### config.mk
export PLATFORM = sky130hd
export DESIGN_NAME = seizure_alarm_voter_flat
export DESIGN_NICKNAME = d
export VERILOG_FILES = /design/src/rtl/seizure_pkg.sv /design/src/rtl/seizure_alarm_voter_if.sv /design/src/rtl/vote_popcount.sv /design/src/rtl/seizure_alarm_voter.sv /design/src/flat_wrapper.sv
export SDC_FILE = /design/constraint.sdc
export NUM_CORES = 1
export LEC_CHECK = 0
export CORE_ASPECT_RATIO = 0.7
export CORE_UTILIZATION = 48
export CTS_CLUSTER_SIZE = 30
export DETAILED_ROUTE_END_ITERATION = 6
export HOLD_SLACK_MARGIN = 0.1
export PLACE_DENSITY = 0.75
export RECOVER_POWER = 100
export SLEW_MARGIN = 20
export SYNTH_ARGS = -nofsm -noshare
export SYNTH_HDL_FRONTEND = slang
export SYNTH_HIERARCHICAL = 1
export SYNTH_SLANG_ARGS = --single-unit
### constraint.sdc
create_clock -name clk -period 3 [get_ports clk]
set_clock_uncertainty 0.15 [all_clocks]
set_input_delay 0.75 -clock clk [delete_from_list [all_inputs] [get_ports clk]]
set_output_delay 0.75 -clock clk [all_outputs]
set_load 0.01 [all_outputs]
### src/rtl/seizure_pkg.sv
// Shared types and defaults for the seizure alarm voter.
//   alarm_state_t : voter FSM states
//   HIST_LEN_DEF  : default verdict history depth (windows)
//   HOLDOFF_DEF   : default number of windows ignored after an ack
//   CNT_W_DEF     : default window counter width
//   VOTE_W        : width of vote counts and cfg_k
package seizure_pkg;

   typedef enum logic [1:0] {
      ARMED   = 2'd0,
      ALARM   = 2'd1,
      HOLDOFF = 2'd2
   } alarm_state_t;

   localparam int unsigned HIST_LEN_DEF = 8;
   localparam int unsigned HOLDOFF_DEF  = 4;
   localparam int unsigned CNT_W_DEF    = 16;
   localparam int unsigned VOTE_W       = 4;

endpackage

### src/rtl/seizure_alarm_voter_if.sv
// Bus between the DCTC/host side (master) and the alarm voter (slave).
//   dctc_finish, seizure_prediction : window framing level and verdict from DCTC
//   alarm_ack, cfg_k                : host acknowledge pulse and vote threshold
//   alarm, alarm_irq                : latched alarm level and assertion pulse
//   vote_count, window_count        : live history vote and closed-window count
//   alarm_window_idx                : window_count at alarm rise (ALARM_TIMESTAMP_EN only)
interface seizure_alarm_voter_if
   import seizure_pkg::*;
#(
   parameter int unsigned CNT_W = CNT_W_DEF
);

   logic              dctc_finish;
   logic              seizure_prediction;
   logic              alarm_ack;
   logic [VOTE_W-1:0] cfg_k;
   logic              alarm;
   logic              alarm_irq;
   logic [VOTE_W-1:0] vote_count;
   logic [CNT_W-1:0]  window_count;
`ifdef ALARM_TIMESTAMP_EN
   logic [CNT_W-1:0]  alarm_window_idx;

   modport master (
      output dctc_finish, seizure_prediction, alarm_ack, cfg_k,
      input  alarm, alarm_irq, vote_count, window_count, alarm_window_idx
   );
   modport slave (
      input  dctc_finish, seizure_prediction, alarm_ack, cfg_k,
      output alarm, alarm_irq, vote_count, window_count, alarm_window_idx
   );
`else
   modport master (
      output dctc_finish, seizure_prediction, alarm_ack, cfg_k,
      input  alarm, alarm_irq, vote_count, window_count
   );
   modport slave (
      input  dctc_finish, seizure_prediction, alarm_ack, cfg_k,
      output alarm, alarm_irq, vote_count, window_count
   );
`endif

endinterface

### src/rtl/vote_popcount.sv
// Combinational population count of the verdict history.
//   hist_i  : HIST_LEN-bit verdict history
//   count_c : number of set bits (combinational)
module vote_popcount
   import seizure_pkg::*;
#(
   parameter int unsigned HIST_LEN = HIST_LEN_DEF
) (
   input  logic [HIST_LEN-1:0] hist_i,
   output logic [VOTE_W-1:0]   count_c
);

   always_comb begin
      count_c = '0;
      for (int unsigned i = 0; i < HIST_LEN; i++) begin
         count_c = count_c + VOTE_W'(hist_i[i]);
      end
   end

endmodule

### src/rtl/seizure_alarm_voter.sv
// K-of-N seizure alarm voter: records one verdict per DCTC window, raises a latched
// alarm when cfg_k of the last HIST_LEN verdicts are positive, holds it until the host
// acks, then ignores HOLDOFF_WIN closed windows before re-arming.
//   clk, reset_n : clock, asynchronous active-low reset
//   bus (slave)  : dctc_finish, seizure_prediction, alarm_ack, cfg_k in;
//                  alarm, alarm_irq, vote_count, window_count out
// Optional build macro ALARM_TIMESTAMP_EN adds bus.alarm_window_idx, the window_count
// captured when alarm rises.
module seizure_alarm_voter
   import seizure_pkg::*;
#(
   parameter int unsigned HIST_LEN    = HIST_LEN_DEF,
   parameter int unsigned HOLDOFF_WIN = HOLDOFF_DEF,
   parameter int unsigned CNT_W       = CNT_W_DEF
) (
   input  logic                 clk,
   input  logic                 reset_n,
   seizure_alarm_voter_if.slave bus
);

   localparam int unsigned HOLD_W = $clog2(HOLDOFF_WIN + 1);

   alarm_state_t      state_q, state_d;
   logic              fin_d_q, fin_dd_q;
   logic [1:0]        fin_vld_q;
   logic              pred_seen_q, pred_seen_d;
   logic [HIST_LEN-1:0] hist_q, hist_d;
   logic [VOTE_W-1:0] vote_q, vote_d;
   logic [CNT_W-1:0]  win_q, win_d;
   logic [HOLD_W-1:0] hold_q, hold_d;
   logic              alarm_q, alarm_d;
   logic              irq_q, irq_d;
   logic              ack_take;

   logic              close_c;
   logic              verdict_c;
   logic [VOTE_W-1:0] k_eff_c;
   logic              fire_c;

   // Finish edge detector; fin_vld_q keeps the reset value of fin_dd_q from faking an edge.
   always_ff @(posedge clk or negedge reset_n) begin
      if (!reset_n) begin
         fin_d_q   <= 1'b0;
         fin_dd_q  <= 1'b0;
         fin_vld_q <= 2'b00;
      end else begin
         fin_d_q   <= bus.dctc_finish;
         fin_dd_q  <= fin_d_q;
         fin_vld_q <= {fin_vld_q[0], 1'b1};
      end
   end

   // Window closes one cycle after the finish rising edge to absorb verdict skew.
   assign close_c   = fin_vld_q[1] & fin_d_q & ~fin_dd_q;
   assign verdict_c = pred_seen_q | bus.seizure_prediction;
   assign k_eff_c   = (bus.cfg_k == '0) ? VOTE_W'(1) : bus.cfg_k;
   assign fire_c    = (state_q == ARMED) && (vote_q >= k_eff_c);

   vote_popcount #(.HIST_LEN(HIST_LEN)) u_popcount (
      .hist_i  (hist_d),
      .count_c (vote_d)
   );

   // Next-state: window bookkeeping, then FSM, then ack override of the history.
   always_comb begin
      state_d     = state_q;
      hist_d      = hist_q;
      win_d       = win_q;
      hold_d      = hold_q;
      alarm_d     = alarm_q;
      irq_d       = 1'b0;
      ack_take    = 1'b0;
      pred_seen_d = pred_seen_q | bus.seizure_prediction;

      if (close_c) begin
         pred_seen_d = 1'b0;
         hist_d      = {hist_q[HIST_LEN-2:0], verdict_c};
         if (win_q != '1) begin
            win_d = win_q + CNT_W'(1);
         end
      end

      unique case (state_q)
         ARMED: begin
            if (fire_c) begin
               state_d = ALARM;
               alarm_d = 1'b1;
               irq_d   = 1'b1;
            end
         end
         ALARM: begin
            if (bus.alarm_ack) begin
               state_d  = HOLDOFF;
               alarm_d  = 1'b0;
               hold_d   = HOLD_W'(HOLDOFF_WIN);
               ack_take = 1'b1;
            end
         end
         HOLDOFF: begin
            // The close seen with the counter at zero re-arms; its vote is judged next cycle.
            if (close_c) begin
               if (hold_q == '0) begin
                  state_d = ARMED;
               end else begin
                  hold_d = hold_q - HOLD_W'(1);
               end
            end
         end
         default: state_d = ARMED;
      endcase

      // Ack wipes the history; a verdict closing in the same cycle survives as the sole entry.
      if (ack_take) begin
         hist_d = close_c ? HIST_LEN'(verdict_c) : '0;
      end
   end

   always_ff @(posedge clk or negedge reset_n) begin
      if (!reset_n) begin
         state_q     <= ARMED;
         pred_seen_q <= 1'b0;
         hist_q      <= '0;
         vote_q      <= '0;
         win_q       <= '0;
         hold_q      <= '0;
         alarm_q     <= 1'b0;
         irq_q       <= 1'b0;
      end else begin
         state_q     <= state_d;
         pred_seen_q <= pred_seen_d;
         hist_q      <= hist_d;
         vote_q      <= vote_d;
         win_q       <= win_d;
         hold_q      <= hold_d;
         alarm_q     <= alarm_d;
         irq_q       <= irq_d;
      end
   end

   assign bus.alarm        = alarm_q;
   assign bus.alarm_irq    = irq_q;
   assign bus.vote_count   = vote_q;
   assign bus.window_count = win_q;

`ifdef ALARM_TIMESTAMP_EN
   logic [CNT_W-1:0] ts_q, ts_d;

   // Capture the window index on the same edge that raises alarm.
   always_comb begin
      ts_d = ts_q;
      if (fire_c) begin
         ts_d = win_q;
      end
   end

   always_ff @(posedge clk or negedge reset_n) begin
      if (!reset_n) begin
         ts_q <= '0;
      end else begin
         ts_q <= ts_d;
      end
   end

   assign bus.alarm_window_idx = ts_q;
`endif

endmodule

### src/flat_wrapper.sv
// flat-port wrapper written by rule: the top's interface ports become plain ports
module seizure_alarm_voter_flat import seizure_pkg::*;
#(
   parameter int unsigned HIST_LEN    = HIST_LEN_DEF,
   parameter int unsigned HOLDOFF_WIN = HOLDOFF_DEF,
   parameter int unsigned CNT_W       = CNT_W_DEF
)
  (clk, reset_n, bus_dctc_finish, bus_seizure_prediction, bus_alarm_ack, bus_cfg_k, bus_alarm, bus_alarm_irq, bus_vote_count, bus_window_count);
  seizure_alarm_voter_if #(.CNT_W(CNT_W)) bus_i ();
  input  logic clk;
  input  logic reset_n;
  input wire logic [$bits(bus_i.dctc_finish)-1:0] bus_dctc_finish;
  input wire logic [$bits(bus_i.seizure_prediction)-1:0] bus_seizure_prediction;
  input wire logic [$bits(bus_i.alarm_ack)-1:0] bus_alarm_ack;
  input wire logic [$bits(bus_i.cfg_k)-1:0] bus_cfg_k;
  output wire logic [$bits(bus_i.alarm)-1:0] bus_alarm;
  output wire logic [$bits(bus_i.alarm_irq)-1:0] bus_alarm_irq;
  output wire logic [$bits(bus_i.vote_count)-1:0] bus_vote_count;
  output wire logic [$bits(bus_i.window_count)-1:0] bus_window_count;
  assign bus_i.dctc_finish = bus_dctc_finish;
  assign bus_i.seizure_prediction = bus_seizure_prediction;
  assign bus_i.alarm_ack = bus_alarm_ack;
  assign bus_i.cfg_k = bus_cfg_k;
  assign bus_alarm = bus_i.alarm;
  assign bus_alarm_irq = bus_i.alarm_irq;
  assign bus_vote_count = bus_i.vote_count;
  assign bus_window_count = bus_i.window_count;
  seizure_alarm_voter #(.HIST_LEN(HIST_LEN), .HOLDOFF_WIN(HOLDOFF_WIN), .CNT_W(CNT_W)) u_core (.clk(clk), .reset_n(reset_n), .bus(bus_i));
endmodule
==> impl_metrics.toml, run 1 <==
[status]
status = "finished with violations"
violations = "capacitance limit, slew limit, setup timing"

[cts]
clk_pin_slew_ns = 0.07
clk_latency_ns = 0.28
cts_tree = "built"
htree_levels = 2
hold_buffers = 0
cts_buffers = 5
clock_path_buffers = 2
cts_sinks = 40
root_buffer = "clkbuf_8"

[cells_and_area]
nets = 255
multi_input_area_um2 = 889.6
fin_area_mm2 = 0.002502
final_common_cell = "dfrtp_1"
final_cells = 284
fill_cells = 319
diodes = 0
drive_gt1_frac = 0.1509
final_core_utilization = 0.6380
regArea_mm2 = 0.001001
layout.cells.most_common_list = "dfrtp_1 (40), dlygate4sd3_1 (24), inv_1 (22)"
synthToLayoutAreaGrowth_pct = 27.23

[flow_run]
maxCapViolations = 1

[pwr]
p_leak_nw = 1.195
p_per_area_mw_per_mm2 = 696.1
share_comb_of_total_power = 0.371
seqPwrFrac = 0.440
vdd_drop_max_uv = 440.3
p_sw_uw = 591.0
p_sw_frac = 0.3393
clock_power_share = 0.189
total_power_mw = 1.742
internal_power_mw = 1.151

[place]
place_area_mm2 = 0.002441
dp_slack_ns = -0.8512
dp_hpwl_mm = 2.690
place_congestion = 0.8006
port_buffers = 30
dp_cells = 275

[global_route]
grt_pass1_vias = 1328
grt_overflow_total = 0
grt_max_degree = 41
antenna_found_initial = 0
grt_pass1_wl_mm = 6.216
track_usage = 0.1893

[sta]
rsz0062_at_grt = "yes"
setup_tns_ns = -0.1392
hold_ws_ns = 0.2018
hold_violations = 0
period_share = 1.036
max_freq_mhz = 321.8
slew-limit-headroom = -0.3530
slew_violations = 41
setup_violations = 2
fin_ws_ns = -0.1075
fin_crit_ns = 3.107
worstMarginPinSlew_ns = 2.029

[detailed_routing]
detail_route.wirelength_mm = 3.534
vias = 1385
drt_iter0_markers = 82
detail_route.wl_per_cell_um = 12.44
drtAntennaViolNets = 0
via_per_inst = 4.877
drc = 0
first_pass_iters = 4

[synth]
synth.avg_cell_area_um2 = 10.69
synth_nets = 207
synth_area_leaders = "dfrtp_1 (51%), ha_1 (6.4%), xnor2_1 (5.3%), inv_1 (4.2%), nand2_1 (4.2%)"
ys.warnings.count = 6
yosysTopAreaCell = "dfrtp_1"
synth.distinct_cells = 37
netlist_instances = 184
synth_area_mm2 = 0.001967
yosysSeqAreaShare = 0.5089
synth_top_area_frac = 0.5089
ys_ff_latch = 40

[setup_path]
crit_family = "adder cells"
crit_type = "input pin to register"
critical_path.cell_chain = "buf_2 -> nand2_8 -> nor2_4 -> a21oi_2 -> inv_1 -> fa_1 -> fa_1 -> fa_2 -> fa_2 -> inv_1"
cp.arrival_ns = 3.14
ff2ff_path_depth = 9
cp_slowest_cell = "fa_1"
crit_buf_inv = 3
cp.depth = 10
cp.required_ns = 3.04
endpoint_kind = "register"
start_kind = "input pin"
cp_max_fo = 5
slowest_delay_ns = 0.56

[floorplanning]
die_w_um = 78.51
die_y_um = 55.56
fp-row-count = 19
die_area_mm2 = 0.004362
core_area_mm2 = 0.003923
initial_core_util = 0.5014
io_pins = 31

[worst_hold_path]
holdPathStages = 0
holdCritPathClass = "register to register"
cell type report:
class | count | area share
Tap cell | 52 | 0.02600
Multi-Input combinational cell | 119 | 0.3555
Clock inverter | 1 | 0.002000
Inverter | 22 | 0.03300
Clock buffer | 6 | 0.02900
Sequential cell | 40 | 0.4000
Timing Repair Buffer | 44 | 0.1545
layer usage:
metal | global-route usage | vias up | part of all wire
li1 | - | 706 | -
met1 | 0.2762 | 649 | 0.51
met2 | 0.2745 | 26 | 0.44
met3 | 0.04793 | 4 | 0.039
met4 | 0.06349 | 0 | 0.0068
met5 | 0 | - | 0
power groups by stage:
stage / sequential [mW] / clock [mW] / combinational (mW)
floorplan: 0.781 / 0 / 0.388
global placement: 0.773 / 0 / 0.639
CTS: 0.768 / 0.342 / 0.682
global route: 0.787 / 0.371 / 0.740
finish: 0.767 / 0.330 / 0.646
detailed placement: 0.775 / 0 / 0.674
kinds of logic after synthesis:
logic type | count (synthesis) | synth area share
mux | 1 | 0.005725
buf+inv | 25 | 0.04835
other cells | 1 | 0.001907
simple gates | 63 | 0.1781
fa+ha+maj | 14 | 0.1043
xor+xnor | 15 | 0.06680
flops | 40 | 0.5089
compound gates | 25 | 0.08588
cell usage after synthesis:
cell type	count
conb_1	1
dfrtp_1	40
clkbuf_1	2
nand3_1	7
mux2_1	1
xor2_1	3
a22o_1	1
nor3_2	1
and4_1	2
inv_1	22
nand3b_1	3
a22oi_1	1
nand4_1	7
o41a_1	1
nand4_2	1
nand2b_1	2
xnor2_1	12
nor2b_1	1
a21boi_1	1
nand2_1	22
a31oi_4	1
o21a_1	2
and3b_1	1
or4_4	1
a31o_2	1
or2_2	1
nand3_2	1
or3_1	1
o31ai_1	1
o22ai_1	1
a21oi_1	11
ha_1	10
buf_2	1
o21ai_0	4
nor2_1	10
fa_1	4
nor2b_4	2
worst paths after layout:
| kind | startpoint | to | slack (ns) |
|---|---|---|---|
| worst max register to register | u_core/fin_dd_q | u_core/bus.vote_count[1] | -0.10 |
| worst max-delay path | bus_alarm_ack | u_core/bus.vote_count[1] | -0.11 |
| worst min register to register | u_core/fin_vld_q[0] | u_core/fin_vld_q[1] | 0.20 |
| min in group asynchronous | reset_n | u_core/bus.window_count[11] | 0.88 |
| worst min-delay path | u_core/fin_vld_q[0] | u_core/fin_vld_q[1] | 0.20 |
| max in group asynchronous | reset_n | u_core/hold_q[2] | 0.65 |
repair_timing:
| action | CTS | global route |
|---|---|---|
| gates cloned | 0 | 0 |
| resized for setup | 10 | 0 |
| buffers inserted | 2 | 0 |
| pin swaps | 4 | 0 |
| endpoints found under the setup margin | 4 | 2 |
flip-flops by register name, summed over array words and instances, names as in the netlist:
signal,flops
u_core/hold_q,3
u_core/fin_dd_q,1
u_core/hist_q,8
u_core/bus.alarm,1
u_core/fin_d_q,1
u_core/state_q,2
u_core/fin_vld_q,2
u_core/pred_seen_q,1
u_core/bus.vote_count,4
u_core/bus.window_count,16
u_core/bus.alarm_irq,1
Note: power is estimated with default switching activity, not from simulation.
==> run 2: changes to the inputs <==
- SETUP_SLACK_MARGIN: default -> 0.5
==> run 2 against run 1 <==
  * The run still ends with capacitance limit, slew limit, setup timing left
  * Sequential power about the same
  * Register-to-register slack about the same
  * Critical endpoint unchanged
  * First-iteration DRC count increased by 6.1%
  * Cell count unchanged
  * Clock power about the same
  * Sequential share of layout area unchanged
  * Worst setup slack about the same
  * Highest routed layer unchanged
  * Largest power group unchanged
==> impl_metrics.toml, run 2 (same netlist as run 1, synthesis figures left out) <==
[pwr]
p_sw_frac = 0.3401
share_comb_of_total_power = 0.375
p_leak_nw = 1.195
p_per_area_mw_per_mm2 = 700.6
clock_power_share = 0.188
vdd_drop_max_uv = 440.4
p_sw_uw = 596.2
seqPwrFrac = 0.437
internal_power_mw = 1.157

[sta]
rsz0062_at_grt = "yes"
period_share = 1.036
hold_violations = 0
fin_crit_ns = 3.107
setup_violations = 2
worstMarginPinSlew_ns = 2.030
slew_violations = 41
fin_ws_ns = -0.1074
max_freq_mhz = 321.8
slew-limit-headroom = -0.3531

[detailed_routing]
drc = 0
via_per_inst = 4.877
first_pass_iters = 4
detail_route.wirelength_mm = 3.528
vias = 1385
drt_iter0_markers = 87
detail_route.wl_per_cell_um = 12.42
drtAntennaViolNets = 0

[floorplanning]
io_pins = 31
die_w_um = 78.51
die_y_um = 55.56
initial_core_util = 0.5014
die_area_mm2 = 0.004362
core_area_mm2 = 0.003923
fp-row-count = 19

[place]
port_buffers = 30
place_area_mm2 = 0.002441
place_congestion = 0.8006
dp_hpwl_mm = 2.690

[setup_path]
reg2reg_slack_ns = -0.10
start_kind = "input pin"
reg2reg_to = "u_core/bus.vote_count[1]"
crit_type = "input pin to register"
cp_max_fo = 5
regToRegStartpoint = "u_core/fin_dd_q"
ff2ff_path_depth = 9
cp.required_ns = 3.04
cp.arrival_ns = 3.14
endpoint_kind = "register"

[worst_hold_path]
min_from = "u_core/fin_vld_q[0]"
holdPathStages = 0
holdCritPathClass = "register to register"
hold_path_end = "u_core/fin_vld_q[1]"

[global_route]
track_usage = 0.1889
antenna_found_initial = 0
grt-busiest-layer = "met1"
grt_use_met2 = 0.2733
grt_max_degree = 41
grt_pass1_wl_mm = 6.210
grt_overflow_total = 0
grt_pass1_vias = 1328
use_met3 = 0.04793
met1_usage = 0.2762

[cells_and_area]
drive_gt1_frac = 0.1552
diodes = 0
synthToLayoutAreaGrowth_pct = 27.23
largest_register_ffs = 16
fin_area_mm2 = 0.002502
final_common_cell = "dfrtp_1"
nets = 255
layout.cells.most_common_list = "dfrtp_1 (40), dlygate4sd3_1 (24), inv_1 (21)"
final_core_utilization = 0.6380

[cts]
clock_path_buffers = 2
htree_levels = 2
clk_latency_ns = 0.28
root_buffer = "clkbuf_8"
cts_sinks = 40
cts_tree = "built"
cts_buffers = 5
clk_pin_slew_ns = 0.07

[flow_run]
maxCapViolations = 1

[status]
violations = "capacitance limit, slew limit, setup timing"
status = "finished with violations"
==> run 2: how the worst max path moves through the flow <==
| stage | startpoint | end | slack [ns] | cells after the start |
|---|---|---|---|---|
| global route | u_core/fin_dd_q | u_core/bus.vote_count[1] | -0.22 | 9 |
| CTS | u_core/fin_dd_q | u_core/bus.vote_count[1] | -0.08 | 9 |
| detailed placement | bus_alarm_ack | u_core/bus.vote_count[2] | -0.85 | 11 |
| floorplan | bus_alarm_ack | u_core/bus.vote_count[2] | -0.20 | 9 |
| finish | bus_alarm_ack | u_core/bus.vote_count[1] | -0.11 | 10 |
| global placement | bus_alarm_ack | u_core/bus.vote_count[2] | -0.79 | 11 |
==> run 2: what timing repair did <==
item | CTS | global route
resized for setup | 11 | 2
pin swaps | 4 | 0
setup buffers | 2 | 0
hold buffers | 0 | 0
setup endpoints to repair | 6 | 7
==> run 2: power by group through the flow <==
| stage | registers (mW) | logic, mW | clock network, mW |
|---|---|---|---|
| after CTS | 0.768 | 0.683 | 0.342 |
| after floorplan | 0.781 | 0.388 | 0 |
| after detailed placement | 0.775 | 0.674 | 0 |
| after global routing | 0.787 | 0.751 | 0.371 |
| final | 0.767 | 0.657 | 0.330 |
| after global placement | 0.773 | 0.639 | 0 |
==> run 2: per-layer routing <==
layer  share of wire  wire length [µm]
met3           0.039               139
met5               0                 0
met4          0.0068                24
met2            0.44              1559
met1            0.51              1804
==> run 2: area by class of cell <==
type,instances,area [µm²]
timing repair buffer,44,386.6
sequential,40,1001
clock inverter,1,5.005
fill,319,1420
clock buffer,6,72.57
tap,52,65.06
multi-input combinational,119,889.6
inverter,22,82.58
==> run 2: per-stage QoR <==
step / cells / setup slack, ns / hold WS, ns / setup TNS (ns) / power, mW
CTS: 284 / -0.08139 / 0.2036 / -0.08539 / 1.793
detailed placement: 275 / -0.8512 / 0.1871 / -2.842 / 1.449
floorplan: 184 / -0.2002 / 0.1812 / -0.3994 / 1.169
global route: 284 / -0.2238 / 0.2125 / -0.3794 / 1.909
global placement: 275 / -0.7917 / 0.1826 / -2.613 / 1.412
finish: 284 / -0.1074 / 0.2018 / -0.1382 / 1.753
==> run 2: critical path, cell delays in order <==
cell and delay, ns:
buf_2 0.14, nand2_8 0.08, nor2_4 0.05, a21oi_2 0.13, inv_1 0.07, fa_1 0.56, fa_1 0.44, fa_2 0.37
fa_2 0.52, inv_1 0.03
==> run 3: changes to the inputs <==
- CORE_UTILIZATION: 48 -> 50
- CTS_BUF_LIST: default -> sky130_fd_sc_hd__clkbuf_8 sky130_fd_sc_hd__clkbuf_16
- clock period: 3 -> 3.1 ns (I/O delays scaled with it)
==> run 3 against run 2 <==
  * The run ends with setup timing left
  * Non-clock buffer count decreased by 2
  * Utilization increased by 6.1 points
  * Design area up 1.8%
  * Worst hold slack gained 0.0047 ns
  * Power down 0.37%
  * First-iteration DRC count down 45%
  * Critical path depth shrank 1
  * Worst setup slack improved by 0.074 ns
  * Critical endpoint unchanged
  * Largest cell class unchanged
==> impl_metrics.toml, run 3 (same netlist as run 1, synthesis figures left out) <==
[sta]
worstMarginPinSlew_ns = 0.8780
period_share = 1.011
fin_ws_ns = -0.03330
slew-limit-headroom = 0.4147
setup_violations = 1
slew_violations = 0
fin_crit_ns = 3.133
hold_ws_ns = 0.2065
max_freq_mhz = 319.2
rsz0062_at_grt = "yes"
hold_violations = 0

[cts]
cts_sinks = 40
cts_tree = "built"
clk_pin_slew_ns = 0.08
clk_latency_ns = 0.29
hold_buffers = 0
htree_levels = 2
cts_buffers = 5
root_buffer = "clkbuf_8"
clock_path_buffers = 2

[cells_and_area]
nets = 253
fill_cells = 287
drive_gt1_frac = 0.1861
fin_area_mm2 = 0.002549
largest_register_ffs = 16
multi_input_area_um2 = 927.1
synthToLayoutAreaGrowth_pct = 29.58
diodes = 0
final_common_cell = "dfrtp_1"
final_cells = 281
layout.cells.most_common_list = "dfrtp_1 (40), clkdlybuf4s50_1 (27), inv_1 (21)"
regArea_mm2 = 0.001001

[setup_path]
cp_slowest_cell = "fa_1"
crit_type = "register to register"
endpoint_kind = "register"
reg2reg_slack_ns = -0.03
start_kind = "register"
critical_path.cell_chain = "and3b_2 -> nand2_1 -> a21oi_2 -> inv_1 -> fa_1 -> fa_1 -> fa_2 -> fa_2 -> inv_1"
slowest_delay_ns = 0.53
cp_max_fo = 4
cp.required_ns = 3.14
cp.arrival_ns = 3.18

[place]
place_congestion = 0.7645
place_area_mm2 = 0.002409
dp_cells = 269
port_buffers = 30
dp_hpwl_mm = 2.942

[global_route]
grt_pass1_vias = 1478
grt_overflow_total = 0
antenna_found_initial = 0
grt_max_degree = 41
track_usage = 0.2241
grt_pass1_wl_mm = 6.872

[detailed_routing]
drtAntennaViolNets = 0
drt_iter0_markers = 48
vias = 1449
first_pass_iters = 4
via_per_inst = 5.157
detail_route.wl_per_cell_um = 14.10
drc = 0
detail_route.wirelength_mm = 3.962

[pwr]
share_comb_of_total_power = 0.370
internal_power_mw = 1.154
p_sw_frac = 0.3394
p_per_area_mw_per_mm2 = 685.3
seqPwrFrac = 0.424
p_leak_nw = 1.160
clock_power_share = 0.206
p_sw_uw = 592.8
vdd_drop_max_uv = 432.8

[status]
violations = "setup timing"
status = "finished with violations"

[floorplanning]
die_area_mm2 = 0.004193
initial_core_util = 0.5391
io_pins = 31
fp-row-count = 18
core_area_mm2 = 0.003649
die_w_um = 76.97
die_y_um = 54.48

[flow_run]
maxCapViolations = 0

[worst_hold_path]
holdCritPathClass = "register to register"
-- run 3: cell type report --
| type | count | area share |
|---|---|---|
| clock buffers | 6 | 0.03240 |
| clock inverters | 2 | 0.003927 |
| inverters | 22 | 0.03240 |
| multi-input cells | 119 | 0.3638 |
| flip-flops and latches | 40 | 0.3927 |
| well taps | 50 | 0.02455 |
| repair buffers | 42 | 0.1502 |
-- run 3: worst max-delay path, delay by kind of cell (launching register included) --
family          cells  cell delay [ns]
simple gates        2             0.37
compound gates      1             0.15
buf+inv             2             0.11
fa+ha+maj           4             1.87
flops               1             0.38
-- run 3: worst paths after layout --
path | depth (start not counted) | start | end
max | 9 | u_core/fin_dd_q | u_core/bus.vote_count[1]
min | 0 | u_core/fin_vld_q[0] | u_core/fin_vld_q[1]
min reg2reg | 0 | u_core/fin_vld_q[0] | u_core/fin_vld_q[1]
max in group asynchronous | 1 | reset_n | u_core/bus.window_count[14]
max reg2reg | 9 | u_core/fin_dd_q | u_core/bus.vote_count[1]
min in group asynchronous | 1 | reset_n | u_core/bus.vote_count[1]
-- run 3: layer usage --
layer / part of all wire / track usage
met4: 0.022 / 0.1058
met2: 0.47 / 0.3720
met3: 0.033 / 0.05333
met1: 0.47 / 0.2857
met5: 0 / 0
-- run 3: metrics by stage --
stage	setup TNS, ns	util	power (mW)	setup slack, ns
after floorplan	-0.2494	-	1.132	-0.1252
after global placement	-2.304	0.6602	1.349	-0.7118
after detailed placement	-2.496	0.6602	1.380	-0.7738
after CTS	-0.01128	0.6958	1.755	-0.01128
after global routing	-0.1760	0.6986	1.889	-0.1161
final	-0.03330	0.6986	1.747	-0.03330
-- run 3: power by group through the flow --
| stage | Clock (mW) | Sequential (mW) | Combinational (mW) |
|---|---|---|---|
| detailed placement | 0 | 0.752 | 0.628 |
| CTS | 0.368 | 0.742 | 0.645 |
| global placement | 0 | 0.743 | 0.605 |
| floorplan | 0 | 0.756 | 0.376 |
| finish | 0.359 | 0.741 | 0.646 |
| global route | 0.390 | 0.759 | 0.740 |
-- run 3: repair_timing --
action	in CTS	in global routing
pin swaps	7	0
setup endpoints to repair	4	7
gates resized for setup	9	4
setup buffers	4	0
